File: src/rtl/trace_retire_buf_pkg.sv
// Shared types for the trace retire buffer: rebuilt pipeline stage records and
// the retired-instruction entries held in the capture FIFO.
package TraceBufPkg;

  typedef struct packed {
    logic [31:0] addr;
    logic [31:0] inst;
    logic [31:0] data;
  } trace_entry_t;

  typedef struct packed {
    logic        val;
    logic [31:0] addr;
    logic [31:0] inst;
  } stage_t;

  localparam stage_t BUBBLE = '{val: 1'b0, addr: 32'h0, inst: 32'h0};

  function automatic trace_entry_t make_entry(input stage_t s, input logic [31:0] wb_data);
    make_entry = '{addr: s.addr, inst: s.inst, data: wb_data};
  endfunction

endpackage

File: src/rtl/trace_retire_buf_if.sv
// Dequeue side of the retire buffer: a val/rdy stream of {addr, inst, data}.
interface trace_retire_buf_if;

  logic        val;
  logic        rdy;
  logic [31:0] addr;
  logic [31:0] inst;
  logic [31:0] data;

  modport master (output val, output addr, output inst, output data, input rdy);
  modport slave  (input val, input addr, input inst, input data, output rdy);

endinterface

File: src/rtl/trace_retire_buf_fifo.sv
// DEPTH-entry val/rdy FIFO of trace entries with registered head outputs,
// occupancy count and a pulse when a push is refused because it is full.
module trace_fifo
  import TraceBufPkg::*;
#(
  parameter int DEPTH = 16
) (
  input  logic                   clk,
  input  logic                   rst,
  input  logic                   push_val,
  input  trace_entry_t           push_entry,
  input  logic                   pop_rdy,
  output logic                   pop_val,
  output trace_entry_t           pop_entry,
  output logic [$clog2(DEPTH):0] count,
  output logic                   drop
);

  localparam int AW = $clog2(DEPTH);
  localparam int CW = AW + 1;

  trace_entry_t  mem_q [DEPTH];
  trace_entry_t  mem_d [DEPTH];
  logic [AW-1:0] wr_ptr_q, wr_ptr_d;
  logic [AW-1:0] rd_ptr_q, rd_ptr_d;
  logic [CW-1:0] count_q, count_d;
  trace_entry_t  head_q, head_d;
  logic          head_val_q, head_val_d;
  logic          full;
  logic          deq;
  logic          push_ok;

  // The head register is loaded from the next-state memory so an entry
  // written into an empty FIFO shows up exactly one cycle later.
  always_comb begin
    full     = (count_q == CW'(DEPTH));
    deq      = head_val_q && pop_rdy;
    push_ok  = push_val && (!full || deq);
    drop     = push_val && full && !deq;
    mem_d    = mem_q;
    wr_ptr_d = wr_ptr_q;
    rd_ptr_d = rd_ptr_q;
    count_d  = count_q;

    if (push_ok) begin
      mem_d[wr_ptr_q] = push_entry;
      wr_ptr_d        = wr_ptr_q + 1'b1;
    end
    if (deq) begin
      rd_ptr_d = rd_ptr_q + 1'b1;
    end

    case ({push_ok, deq})
      2'b10:   count_d = count_q + 1'b1;
      2'b01:   count_d = count_q - 1'b1;
      default: count_d = count_q;
    endcase

    head_val_d = (count_d != '0);
    head_d     = head_val_d ? mem_d[rd_ptr_d] : '0;
  end

  always_ff @(posedge clk) begin
    if (!rst) begin
      wr_ptr_q   <= '0;
      rd_ptr_q   <= '0;
      count_q    <= '0;
      head_q     <= '0;
      head_val_q <= 1'b0;
    end else begin
      wr_ptr_q   <= wr_ptr_d;
      rd_ptr_q   <= rd_ptr_d;
      count_q    <= count_d;
      head_q     <= head_d;
      head_val_q <= head_val_d;
    end
  end

  // Storage needs no reset: nothing is read from it unless the count says so.
  always_ff @(posedge clk) begin
    mem_q <= mem_d;
  end

  assign pop_val   = head_val_q;
  assign pop_entry = head_q;
  assign count     = count_q;

endmodule

File: src/rtl/trace_retire_buf.sv
// Rebuilds Proc's F/D/X/M/W flow from its trace ports, counts every retirement
// and captures retired {addr, inst, data} into a drainable FIFO.
module trace_retire_buf
  import TraceBufPkg::*;
#(
  parameter int DEPTH = 16
) (
  input  logic                   clk,
  input  logic                   rst,
  input  logic [31:0]            trace_addr,
  input  logic [31:0]            trace_inst,
  input  logic                   trace_stall,
  input  logic                   trace_squash,
  input  logic [31:0]            trace_data,
  input  logic                   rec_en,
  input  logic                   ovf_clr,
  trace_retire_buf_if.master     deq,
  output logic [$clog2(DEPTH):0] count,
  output logic                   overflow,
  output logic [31:0]            retire_cnt
);

  stage_t       f_stage;
  stage_t       d_q, d_d;
  stage_t       x_q, x_d;
  stage_t       m_q, m_d;
  stage_t       w_q, w_d;
  logic [31:0]  retire_cnt_q, retire_cnt_d;
  logic         overflow_q, overflow_d;
  logic         push_val;
  trace_entry_t push_entry;
  logic         fifo_drop;
  logic         fifo_val;
  trace_entry_t fifo_head;

  assign f_stage = '{val: 1'b1, addr: trace_addr, inst: trace_inst};

  // Squash outranks stall in D; either one injects a bubble into X.
  always_comb begin
    d_d = d_q;
    if (trace_squash) begin
      d_d = BUBBLE;
    end else if (!trace_stall) begin
      d_d = f_stage;
    end
    x_d = (trace_squash || trace_stall) ? BUBBLE : d_q;
    m_d = x_q;
    w_d = m_q;
  end

  always_comb begin
    retire_cnt_d = retire_cnt_q + 32'(w_q.val);
    push_val     = w_q.val && rec_en;
    push_entry   = make_entry(w_q, trace_data);
    overflow_d   = overflow_q;
    if (ovf_clr) begin
      overflow_d = 1'b0;
    end
    if (fifo_drop) begin
      overflow_d = 1'b1;
    end
  end

  always_ff @(posedge clk) begin
    if (!rst) begin
      d_q          <= BUBBLE;
      x_q          <= BUBBLE;
      m_q          <= BUBBLE;
      w_q          <= BUBBLE;
      retire_cnt_q <= '0;
      overflow_q   <= 1'b0;
    end else begin
      d_q          <= d_d;
      x_q          <= x_d;
      m_q          <= m_d;
      w_q          <= w_d;
      retire_cnt_q <= retire_cnt_d;
      overflow_q   <= overflow_d;
    end
  end

  trace_fifo #(
    .DEPTH (DEPTH)
  ) u_fifo (
    .clk        (clk),
    .rst        (rst),
    .push_val   (push_val),
    .push_entry (push_entry),
    .pop_rdy    (deq.rdy),
    .pop_val    (fifo_val),
    .pop_entry  (fifo_head),
    .count      (count),
    .drop       (fifo_drop)
  );

  assign deq.val    = fifo_val;
  assign deq.addr   = fifo_head.addr;
  assign deq.inst   = fifo_head.inst;
  assign deq.data   = fifo_head.data;
  assign overflow   = overflow_q;
  assign retire_cnt = retire_cnt_q;

endmodule

File: src/flat_wrapper.sv
// flat-port wrapper written by rule: the top's interface ports become plain ports
module trace_retire_buf_flat import TraceBufPkg::*;
#(
  parameter int DEPTH = 16
)
  (clk, rst, trace_addr, trace_inst, trace_stall, trace_squash, trace_data, rec_en, ovf_clr, count, overflow, retire_cnt, deq_val, deq_addr, deq_inst, deq_data, deq_rdy);
  trace_retire_buf_if deq_i ();
  input  logic clk;
  input  logic rst;
  input  logic [31:0] trace_addr;
  input  logic [31:0] trace_inst;
  input  logic trace_stall;
  input  logic trace_squash;
  input  logic [31:0] trace_data;
  input  logic rec_en;
  input  logic ovf_clr;
  output logic [$clog2(DEPTH):0] count;
  output logic overflow;
  output logic [31:0] retire_cnt;
  output wire logic [$bits(deq_i.val)-1:0] deq_val;
  output wire logic [$bits(deq_i.addr)-1:0] deq_addr;
  output wire logic [$bits(deq_i.inst)-1:0] deq_inst;
  output wire logic [$bits(deq_i.data)-1:0] deq_data;
  input wire logic [$bits(deq_i.rdy)-1:0] deq_rdy;
  assign deq_val = deq_i.val;
  assign deq_addr = deq_i.addr;
  assign deq_inst = deq_i.inst;
  assign deq_data = deq_i.data;
  assign deq_i.rdy = deq_rdy;
  trace_retire_buf #(.DEPTH(DEPTH)) u_core (.clk(clk), .rst(rst), .trace_addr(trace_addr), .trace_inst(trace_inst), .trace_stall(trace_stall), .trace_squash(trace_squash), .trace_data(trace_data), .rec_en(rec_en), .ovf_clr(ovf_clr), .deq(deq_i), .count(count), .overflow(overflow), .retire_cnt(retire_cnt));
endmodule
File: config.mk
export PLATFORM = sky130hd
export DESIGN_NAME = trace_retire_buf_flat
export DESIGN_NICKNAME = d
export VERILOG_FILES = /design/src/rtl/trace_retire_buf_pkg.sv /design/src/rtl/trace_retire_buf_if.sv /design/src/rtl/trace_retire_buf_fifo.sv /design/src/rtl/trace_retire_buf.sv /design/src/flat_wrapper.sv
export SDC_FILE = /design/constraint.sdc
export NUM_CORES = 2
export LEC_CHECK = 0
export ABC_AREA = 0
export BUFFER_PORTS_ARGS = -buffer_cell sky130_fd_sc_hd__buf_2
export CORE_ASPECT_RATIO = 0.9
export CORE_MARGIN = 1.5
export CORE_UTILIZATION = 30
export DETAILED_ROUTE_END_ITERATION = 10
export GPL_ROUTABILITY_DRIVEN = 0
export GPL_TIMING_DRIVEN = 0
export PLACE_DENSITY = 0.45
export SLEW_MARGIN = 20
export SYNTH_ARGS = -nofsm -noshare
export SYNTH_HDL_FRONTEND = slang
export SYNTH_SLANG_ARGS = --single-unit
File: constraint.sdc
create_clock -name clk -period 5.3 [get_ports clk]
set_clock_uncertainty 0.2 [all_clocks]
set_input_delay 0.53 -clock clk [delete_from_list [all_inputs] [get_ports clk]]
set_output_delay 0.53 -clock clk [all_outputs]
set_load 0.02 [all_outputs]
==> key figures <==
Clock network
  – CTS Buf Count: 210
  – Setup Fix Bufs, Post-CTS: 0
  – Clock transition at path regs: about 0.060 ns
  – Sink Count: between 1,500 and 2,000
  – Clock Path Buffers: 3
  – CTS root buf: clkbuf_16
  – Clk_lat worst skew: 0.89 ns
  – H-Tree Level Count: 4
  – TritonCTS clock tree: yes

Drt
  – Post-DRT Antenna Nets: 0
  – Vias/cell: 4.82
  – DR iter-0 viols: 3,146
  – WL/cell: 23.3 um
  – Total number of vias: ~50,000
  – 1st-pass router iterations: 5
  – Final WL: approximately 250,000 um
  – Drt drc: 0

Synth
  – Post-Syn Area: 73,600 sq um
  – Cell taking the most area after synthesis: dfxtp_1
  – Post-Syn Instances: 6,639
  – Flip-flop and latch count after synthesis: 1,939
  – Sequential fraction of the synthesis area: 0.528
  – Count leader, synth: dfxtp_1
  – Synth cell types: 62
  – Synth cell count leaders: dfxtp_1 (1,939), mux2i_1 (731), inv_1 (677), mux2_2 (628), clkbuf_1 (327)
  – Post-synth top flop: dfxtp_1
  – Yosys warns: 0
  – Async SR Flop Fraction: 0
  – Post-Synthesis Net Count: ~6,800
  – Number of synthesized flops with an enable pin: 0
  – Mean Syn Cell Area: 11.1 sq um
  – Top cell type's share of synthesized area: 0.528
  – Dominant cells by area after synthesis: dfxtp_1 (53%), mux2i_1 (9.9%), mux2_2 (9.6%)

Die
  – Core ar.: 244,000 sq um
  – Die Wd: about 530 um
  – Ports: 238
  – Site Rows: 172
  – Initial Util: 0.302
  – DIE AREA: between 200,000 and 250,000 sq um
  – Chip Height: 473 um

STA
  – Hold WS: 0.134 ns
  – Unrepaired setup endpoints after global routing: false
  – Actual slew at the worst max-slew pin: 1.18 ns
  – Final hold vios: 0
  – Final period util: 0.903
  – Tmin final: approximately 4.8 ns
  – Rel. slew slack: 0.211
  – Fmax achieved: 0.209 GHz
  – Final Setup Violations: 0
  – Setup Total Neg Slack: 0 ns
  – Fin. max-slew vios: 0

Global route
  – Largest net degree at the start of global routing: 18
  – Antenna violations before repair: 29
  – Total GRT Usage: 0.194
  – Met2 GRT Util: 0.296
  – Grt peak-use layer: met2
  – M1 GR Usage: 0.276
  – First-pass GRT wire length: between 300,000 and 400,000 um
  – Grt ovf: 0
  – Met3 GRT Util: 0.0342
  – Vias in the first global route: 50,800

Pwr
  – Sw Pwr: 0.0109 W
  – Sequential share of power: 0.407
  – Clk network pwr share: 0.421
  – Switching Fraction: 0.293
  – Int Power: 0.0263 W
  – LEAKAGE: ~45 nW
  – Pwr/cell area: 425 nW/um^2
  – Comb pwr share: 0.172
  – VDD IR max: 0.375 mV

Finish
  – Nets: 7,307
  – Share of layout cells above drive strength 1: 0.204
  – Area Overhead vs Synth: 19.0%

Setup path
  – FF-to-FF path depth: 12
  – Critical path required time: between 5 and 6 ns
  – CP Max Fanout: 10
  – Critical Path Start Type: flip-flop
  – Crit path DAT: 5.33 ns
  – CP endpoint kind: flip-flop
  – Setup CP Type: reg -> reg

Job
  – Max-Cap Viols: 0

Hold path
  – Hold Path Stages: 5
  – Class of the worst hold path: in -> reg

Status
  – Status: finished, final reports clean

Place
  – PortBufs: 235
  – DPL Wire Length: between 150,000 and 200,000 um
final cells by class:
| cell class | instances | area [sq um] |
|---|---|---|
| fill | 24500 | 156000 |
| sequential | 1939 | 38800 |
| multi-input combinational | 3478 | 29600 |
| clock buffer | 318 | 6300 |
| tap | 3219 | 4030 |
| buffer | 545 | 2640 |
| inverter | 677 | 2540 |
| timing repair buffer | 345 | 2380 |
| clock inverter | 71 | 1190 |
| antenna | 15 | 37.5 |
per-stage QoR:
step                setup WS (ns)  area, sq um  cells  total power (W)   util
floorplan                    2.13        73600   6639           0.0190      -
global placement            -1.01        78800  10100           0.0218  0.323
detailed placement          0.524        79000  10100           0.0218  0.324
CTS                         0.504        87500  10600           0.0376  0.359
global route                0.360        87500  10600           0.0386  0.359
finish                      0.515        87600  10600           0.0372  0.359
registers in the layout, indices dropped and copies added, names as in the netlist:
| signal | flops |
|---|---|
| u_core.u_fifo.mem_q | 1536 |
| u_core.u_fifo.wr_ptr_q | 4 |
| u_core.u_fifo.pop_entry | 96 |
| u_core.u_fifo.count | 5 |
| u_core.push_entry | 64 |
| u_core.overflow | 1 |
| u_core.u_fifo.rd_ptr_q | 4 |
| u_core.m_d | 65 |
| u_core.u_fifo.pop_val | 1 |
| u_core.w_q | 1 |
| u_core.d_q | 65 |
| u_core.retire_cnt | 32 |
| u_core.m_q | 65 |
metal layers:
layer	part of all wire	vias up
met5	0.000089	-
met4	0.025	4
met3	0.050	308
met2	0.43	1238
met1	0.49	25300
li1	-	24300
power by group through the flow:
stage / Sequential, W / Clock (W) / Combinational [W]
final: 0.0151 / 0.0156 / 0.00640
after global routing: 0.0152 / 0.0167 / 0.00676
after CTS: 0.0152 / 0.0160 / 0.00642
after detailed placement: 0.0155 / 0 / 0.00634
after global placement: 0.0155 / 0 / 0.00634
after floorplan: 0.0158 / 0 / 0.00312
cell usage in the layout (no fill, tap or decap), drive strengths merged, types with 3 or more instances in the layout:
| master | count |
|---|---|
| nand4 | 107 |
| xor2 | 20 |
| mux2i | 731 |
| buf | 464 |
| bufinv | 21 |
| clkinv | 43 |
| and2 | 300 |
| o211ai | 16 |
| dlygate4sd3 | 99 |
| dfxtp | 1939 |
| and3 | 97 |
| o31ai | 3 |
| o21ai | 13 |
| nor4 | 3 |
| a22o | 187 |
| mux2 | 668 |
| a22oi | 189 |
| nand3 | 116 |
| a32oi | 10 |
| o32ai | 97 |
| o22a | 186 |
| a21oi | 14 |
| inv | 682 |
| or3 | 5 |
| and4 | 4 |
| nand2 | 238 |
| nor2 | 111 |
| nor3 | 10 |
| o211a | 3 |
| clkbuf | 645 |
| diode | 15 |
| a31oi | 3 |
| nand2b | 7 |
| a211oi | 3 |
| xnor2 | 17 |
| or2 | 4 |
| a2bb2oi | 287 |
| ha | 8 |
worst max-delay path, stage by stage (launching register included):
cell	delay [ns]
dfxtp_1	0.39
buf_2	0.22
and2_1	0.17
buf_2	0.16
buf_2	0.21
a32o_1	0.26
buf_2	0.35
nand2_1	0.46
buf_2	0.56
buf_1	0.69
a2bb2oi_1	0.31
nand4_1	0.28
o32ai_2	0.33
timing repair:
action,CTS,global route
gates resized for setup,0,0
hold buffers,99,0
endpoints found under the hold margin,253,0
worst paths after layout:
kind | start | to | slack [ns]
worst max-delay path | u_core.u_fifo.pop_val | u_core.u_fifo.pop_entry[64] | 0.51
worst min-delay path | rec_en | u_core.u_fifo.count[4] | 0.13
worst max register to register | u_core.u_fifo.pop_val | u_core.u_fifo.pop_entry[64] | 0.51
worst min register to register | u_core.m_q[40] | u_core.push_entry[72] | 0.22
logic make-up after synthesis:
kind of cell / Yosys count / synth area share
XOR/XNOR: 37 / 0.00440
multiplexers: 1399 / 0.202
buffers and inverters: 1222 / 0.0700
flip-flops: 1939 / 0.528
AND/OR/NAND/NOR: 1011 / 0.0725
AO/OA/AOI/OAI: 1023 / 0.122
adder cells (fa/ha/maj): 8 / 0.00136
No activity file was read; power rests on OpenSTA's default activity.
